===== config.mk =====
export PLATFORM = sky130hd
export DESIGN_NAME = iot_fleet_monitor
export DESIGN_NICKNAME = d
export VERILOG_FILES = /design/src/rtl/iot_fleet_monitor.sv
export SDC_FILE = /design/constraint.sdc
export NUM_CORES = 1
export LEC_CHECK = 0
export CAP_MARGIN = 10
export CORE_ASPECT_RATIO = 0.75
export CORE_MARGIN = 1
export CORE_UTILIZATION = 45
export DETAILED_ROUTE_END_ITERATION = 10
export PLACE_DENSITY_LB_ADDON = 0.05
export SLEW_MARGIN = 20
export SYNTH_ARGS = -nofsm -noshare
export SYNTH_HDL_FRONTEND = slang
export SYNTH_SLANG_ARGS = --single-unit

===== constraint.sdc =====
create_clock -name clk -period 2.5 [get_ports clk]
set_input_delay 0.375 -clock clk [delete_from_list [all_inputs] [get_ports clk]]
set_output_delay 0.375 -clock clk [all_outputs]
set_load 0.02 [all_outputs]

===== src/rtl/iot_fleet_monitor.sv =====
// iot_fleet_monitor: per-channel active-device counters for a fleet of
// device groups.
//
// Each of CHANNELS groups has a WIDTH-bit up/down counter. Per channel and per
// clock edge the priority is clear > change > hold. SATURATE selects how a
// counter behaves at its limits:
//   0 - wrap-around
//   1 - clamp at 0 and at the maximum value
// A wrap or a blocked step sets that channel's sticky overflow flag. Only
// clear or rst removes it.
//
// The alarm is registered from the next count and the threshold value present
// on the same edge. It therefore always matches the counter_out value shown in
// the same cycle.
//
// Optional feature, macro IOT_FLEET_TOTAL_EN:
//   defined   - a fleet-wide total is built, registered one stage behind
//               counter_out.
//   undefined - total_out is tied to 0.
//
// This block has no handshake. Inputs are sampled on every rising edge, and
// outputs are valid in the cycle after the edge that produced them.

module iot_fleet_monitor #(
  parameter int CHANNELS = 4,
  parameter int WIDTH    = 8,
  parameter int SATURATE = 0
) (
  input  logic                                clk,
  input  logic                                rst,
  input  logic [CHANNELS-1:0]                 change,
  input  logic [CHANNELS-1:0]                 on_off,
  input  logic [CHANNELS-1:0]                 clear,
  input  logic [WIDTH-1:0]                    threshold,
  output logic [CHANNELS*WIDTH-1:0]           counter_out,
  output logic [CHANNELS-1:0]                 alarm,
  output logic [CHANNELS-1:0]                 overflow,
  output logic [WIDTH+$clog2(CHANNELS):0]     total_out
);

  localparam int              TOTAL_W = WIDTH + $clog2(CHANNELS) + 1;
  localparam logic [WIDTH-1:0] CNT_MAX = '1;
  localparam logic [WIDTH-1:0] CNT_ONE = WIDTH'(1);

  logic [CHANNELS-1:0][WIDTH-1:0] cnt_q;
  logic [CHANNELS-1:0][WIDTH-1:0] cnt_d;
  logic [CHANNELS-1:0]            ovf_q;
  logic [CHANNELS-1:0]            ovf_d;
  logic [CHANNELS-1:0]            alarm_q;
  logic [CHANNELS-1:0]            alarm_d;

  // Next-state logic per channel. Clear wins over change, and change wins
  // over hold. A step that would cross a limit either wraps or clamps, and in
  // both cases it sets the sticky overflow flag.
  always_comb begin
    cnt_d   = cnt_q;
    ovf_d   = ovf_q;
    alarm_d = '0;
    for (int i = 0; i < CHANNELS; i++) begin
      if (clear[i]) begin
        cnt_d[i] = '0;
        ovf_d[i] = 1'b0;
      end else if (change[i]) begin
        if (on_off[i]) begin
          if (cnt_q[i] == CNT_MAX) begin
            ovf_d[i] = 1'b1;
            cnt_d[i] = (SATURATE != 0) ? CNT_MAX : '0;
          end else begin
            cnt_d[i] = cnt_q[i] + CNT_ONE;
          end
        end else begin
          if (cnt_q[i] == '0) begin
            ovf_d[i] = 1'b1;
            cnt_d[i] = (SATURATE != 0) ? '0 : CNT_MAX;
          end else begin
            cnt_d[i] = cnt_q[i] - CNT_ONE;
          end
        end
      end
      // The alarm is derived from the next count, so after the edge it lines
      // up with counter_out.
      alarm_d[i] = (cnt_d[i] >= threshold);
    end
  end

  // Counter, overflow and alarm registers. Reset clears them immediately.
  always_ff @(posedge clk or posedge rst) begin
    if (rst) begin
      cnt_q   <= '0;
      ovf_q   <= '0;
      alarm_q <= '0;
    end else begin
      cnt_q   <= cnt_d;
      ovf_q   <= ovf_d;
      alarm_q <= alarm_d;
    end
  end

  assign counter_out = cnt_q;
  assign overflow    = ovf_q;
  assign alarm       = alarm_q;

`ifdef IOT_FLEET_TOTAL_EN
  logic [TOTAL_W-1:0] sum_d;
  logic [TOTAL_W-1:0] total_q;

  // Unsigned sum of the registered counts. The width is sized so that the
  // sum can never wrap.
  always_comb begin
    sum_d = '0;
    for (int i = 0; i < CHANNELS; i++) begin
      sum_d = sum_d + TOTAL_W'(cnt_q[i]);
    end
  end

  // Total pipeline stage. It sits one cycle behind counter_out, and reset
  // discards any in-flight sum.
  always_ff @(posedge clk or posedge rst) begin
    if (rst) begin
      total_q <= '0;
    end else begin
      total_q <= sum_d;
    end
  end

  assign total_out = total_q;
`else
  assign total_out = TOTAL_W'(0);
`endif

endmodule


==> impl_results.md <==
* Status: finished, violations left
* Failing checks: setup timing
* Number of flops mapped to enable cells by yosys at 0
* Total CTS buffers at 5
* Vias in the first global route at 4156
* Worst EP arrival at 2.82 ns
* Routability cong. at 0.918
* Slew @ Worst Pin at 0.529 ns
* Area delta synth->final at 63.7%
* DR iter-0 viols at 242
* Clk_lat worst skew at 0.29 ns
* Fmax at 375 MHz
* Min-delay src: overflow[1]$_DFFE_PP0P_
* Wire length per cell at 16.5 µm
* Unrepaired setup endpoints after global routing: yes
* Antenna cells at 0
* Synth Register Bits at 40
* Detailed Routing Iterations Pass 1 at 4
* Period utilization at 1.07
* Core Util, Final at 0.773
* Clk pin slew, worst setup/hold paths at 0.06 ns
* Ys flop type: dfrtp_1
* Largest net degree at the start of global routing at 41
* Layout Nets at 748
* CTS Hold Bufs at 0
* Worst setup path start: counter_out[19]$_DFF_PP0_
* Die area at 8830 µm²
* Die X at 108 µm
* Syn avg cell area at 7.89 µm²
* Maximum buffer depth of the clock tree at 2
* Power per cell area at 521 nW/µm²
* IO Pins at 73
* R2R Setup Slk at -0.17 ns
* CP Capture Type: flip-flop
* Final worst setup slack at -0.166 ns
* Share of the synthesized area in the top cell type at 0.263
* Post-Syn Instances at 482
* Ys async rst share at 1.00
* Max-slew violations at 0
* Clock sink count at 40
* Reg2Reg Depth at 11
* CORE AREA at 8060 µm²
* Synth Warn # at 0
* Rel. slew slack at 0.647
* Crit path cell chain: or4_4 > nor3_4 > nand2b_1 > o211a_1 > or3_1 > ha_1 > nand2b_4 > a21oi_2 > nor2b_1 > o21ai_1 > a31oi_1
* Placed Cells at 751
* Hold Fails Final Rpt at 0
* Post-layout instance area at 6230 µm²
* R2R Path End: alarm[2]$_DFF_PP0_
* Synth top area cells: dfrtp_1 (26%), ha_1 (14%), a21oi_1 (5.7%)
* Hold Path Class: flip-flop to flip-flop
* Layout cell share with drive strength beyond 1 at 0.382
* Post-DRT Antenna Nets at 0
* Maximum VDD drop at 0.000296 V
* Sequential-to-total area share from yosys stat at 0.263
* Slowest cell on crit path: or4_4
* Vias post-DR at 4511
* Leak at 2.82 nW
* Starting Density at 0.472
* Dpl cell area at 5430 µm²
* Initial antenna violation count at 0
* Fin cells at 789
* Root Buffer Master: clkbuf_16
* CP max stage delay at 0.58 ns
* Post-synth top cells: a21oi_1 (43), ha_1 (43), dfrtp_1 (40), nand2_1 (40), nor2_1 (39)
* Largest area contributor in the netlist: dfrtp_1
* Crit start category: flip-flop
* Setup Skew at 0.00512 ns
* Crit path time final at 2.67 ns
* Critical Path RT at 2.66 ns
* Worst Hold Path EP: overflow[1]$_DFFE_PP0P_
* Via density at 5.72
* All-Layer GR Usage at 0.291
* CP Max Fanout at 5
* Drt total wl at 13.0 mm
* Placement Rows at 28
* Gr ovfl total at 0
* Mapped Area at 3800 µm²
* Worst flop-to-flop path startpoint: counter_out[19]$_DFF_PP0_
* Max-cap violations at 0
* CTS tree: built
* Crit Path Class: flip-flop to flip-flop
* IO buf count at 61
* Remaining DRCs at 0
* Die Span Y at 81.6 µm
* Setup Viol. Count Final at 4
* Global-route wire length before repair at 20.1 mm
* Fillers at 601
* HPWL Detailed at 9.09 mm
* Hold depth at 2
* H-tree levels at 2
* Total Power at 0.00324 W
* Synth cell types at 61
-- worst max-delay path by stage --
| stage | to | slack (ns) |
|---|---|---|
| 6_report | alarm[2]$_DFF_PP0_ | -0.17 |
| 5_1_grt | alarm[2]$_DFF_PP0_ | -0.27 |
| 4_1_cts | alarm[2]$_DFF_PP0_ | -0.1 |
| 3_5_place_dp | alarm[2]$_DFF_PP0_ | -0.45 |
| 3_3_place_gp | alarm[2]$_DFF_PP0_ | -0.38 |
| 2_1_floorplan | alarm[2]$_DFF_PP0_ | -0.14 |
-- what timing repair did --
item                                    4_1_cts  5_1_grt
resized for setup                            44       46
pin swaps                                    22       27
buffers inserted                             20       13
endpoints found under the setup margin        4        5
-- cell type report --
type	count	area, µm²	area share
Timing Repair Buffer	221	1830	0.293
Inverter	35	131	0.0211
Clock buffer	5	125	0.0201
Clock inverter	3	46.3	0.00743
Sequential cell	40	1020	0.163
Tap cell	105	131	0.0211
Multi-Input combinational cell	380	2950	0.474
-- cell usage in the layout (no fill, tap or decap), types with 7 or more instances in the layout --
cell type / netlist / routed
buf_4: 11 / 158
clkdlybuf4s50_1: 0 / 61
nand2_1: 40 / 39
nor2_1: 39 / 35
a21oi_1: 43 / 34
ha_1: 43 / 32
inv_1: 35 / 29
dfrtp_1: 40 / 28
o21ai_0: 29 / 19
dfrtp_2: 0 / 12
nand3_1: 11 / 11
conb_1: 1 / 11
a31oi_1: 13 / 10
nor3_1: 12 / 8
a21oi_2: 0 / 8
nand2b_1: 12 / 8
o31ai_1: 8 / 8
o21ai_1: 0 / 7
o21a_1: 7 / 7
-- per-stage QoR --
step	worst slack (ns)	TNS, ns	hold WS [ns]
CTS	-0.0954	-0.247	0.510
global route	-0.266	-0.923	0.540
global placement	-0.379	-1.15	0.485
floorplan	-0.142	-0.300	0.592
detailed placement	-0.445	-1.34	0.495
finish	-0.166	-0.427	0.502
-- per-layer routing --
| metal | vias up | global-route usage | share of wire | wire length, µm |
|---|---|---|---|---|
| met5 | - | 0 | 0 | 0 |
| met2 | 169 | 0.485 | 0.48 | 6270 |
| met1 | 2171 | 0.403 | 0.44 | 5730 |
| met3 | 18 | 0.0468 | 0.066 | 859 |
| li1 | 2153 | - | - | - |
| met4 | 0 | 0.0479 | 0.0092 | 119 |
-- worst max-delay path: cells and delay by family (launching register included) --
| kind | cells | cell delay [ns] |
|---|---|---|
| DFF | 1 | 0.44 |
| and+or+nand+nor | 6 | 1.38 |
| adders and majority gates | 1 | 0.28 |
| AOI/OAI and AO/OA | 4 | 0.45 |
-- state kept, by name (all words and copies together) (netlist names) --
name and cells:
counter_out 32, alarm 4, overflow 4
-- power by group --
part | switching, W | internal, W | total (W) | leakage, nW
sequential | 0.0000857 | 0.000718 | 0.000803 | 0.518
clock | 0.000285 | 0.000475 | 0.000760 | 0.0804
combinational | 0.000819 | 0.000860 | 0.00168 | 2.22
-- cell families after synthesis --
logic type      after synthesis  synth area share
compound gates              150             0.257
other cells                   1          0.000986
xor+xnor                      9            0.0207
buf+inv                      72            0.0855
mux                           1           0.00263
simple gates                166             0.229
flops                        40             0.263
fa+ha+maj                    43             0.141
Power figures use the tool's default switching activity.
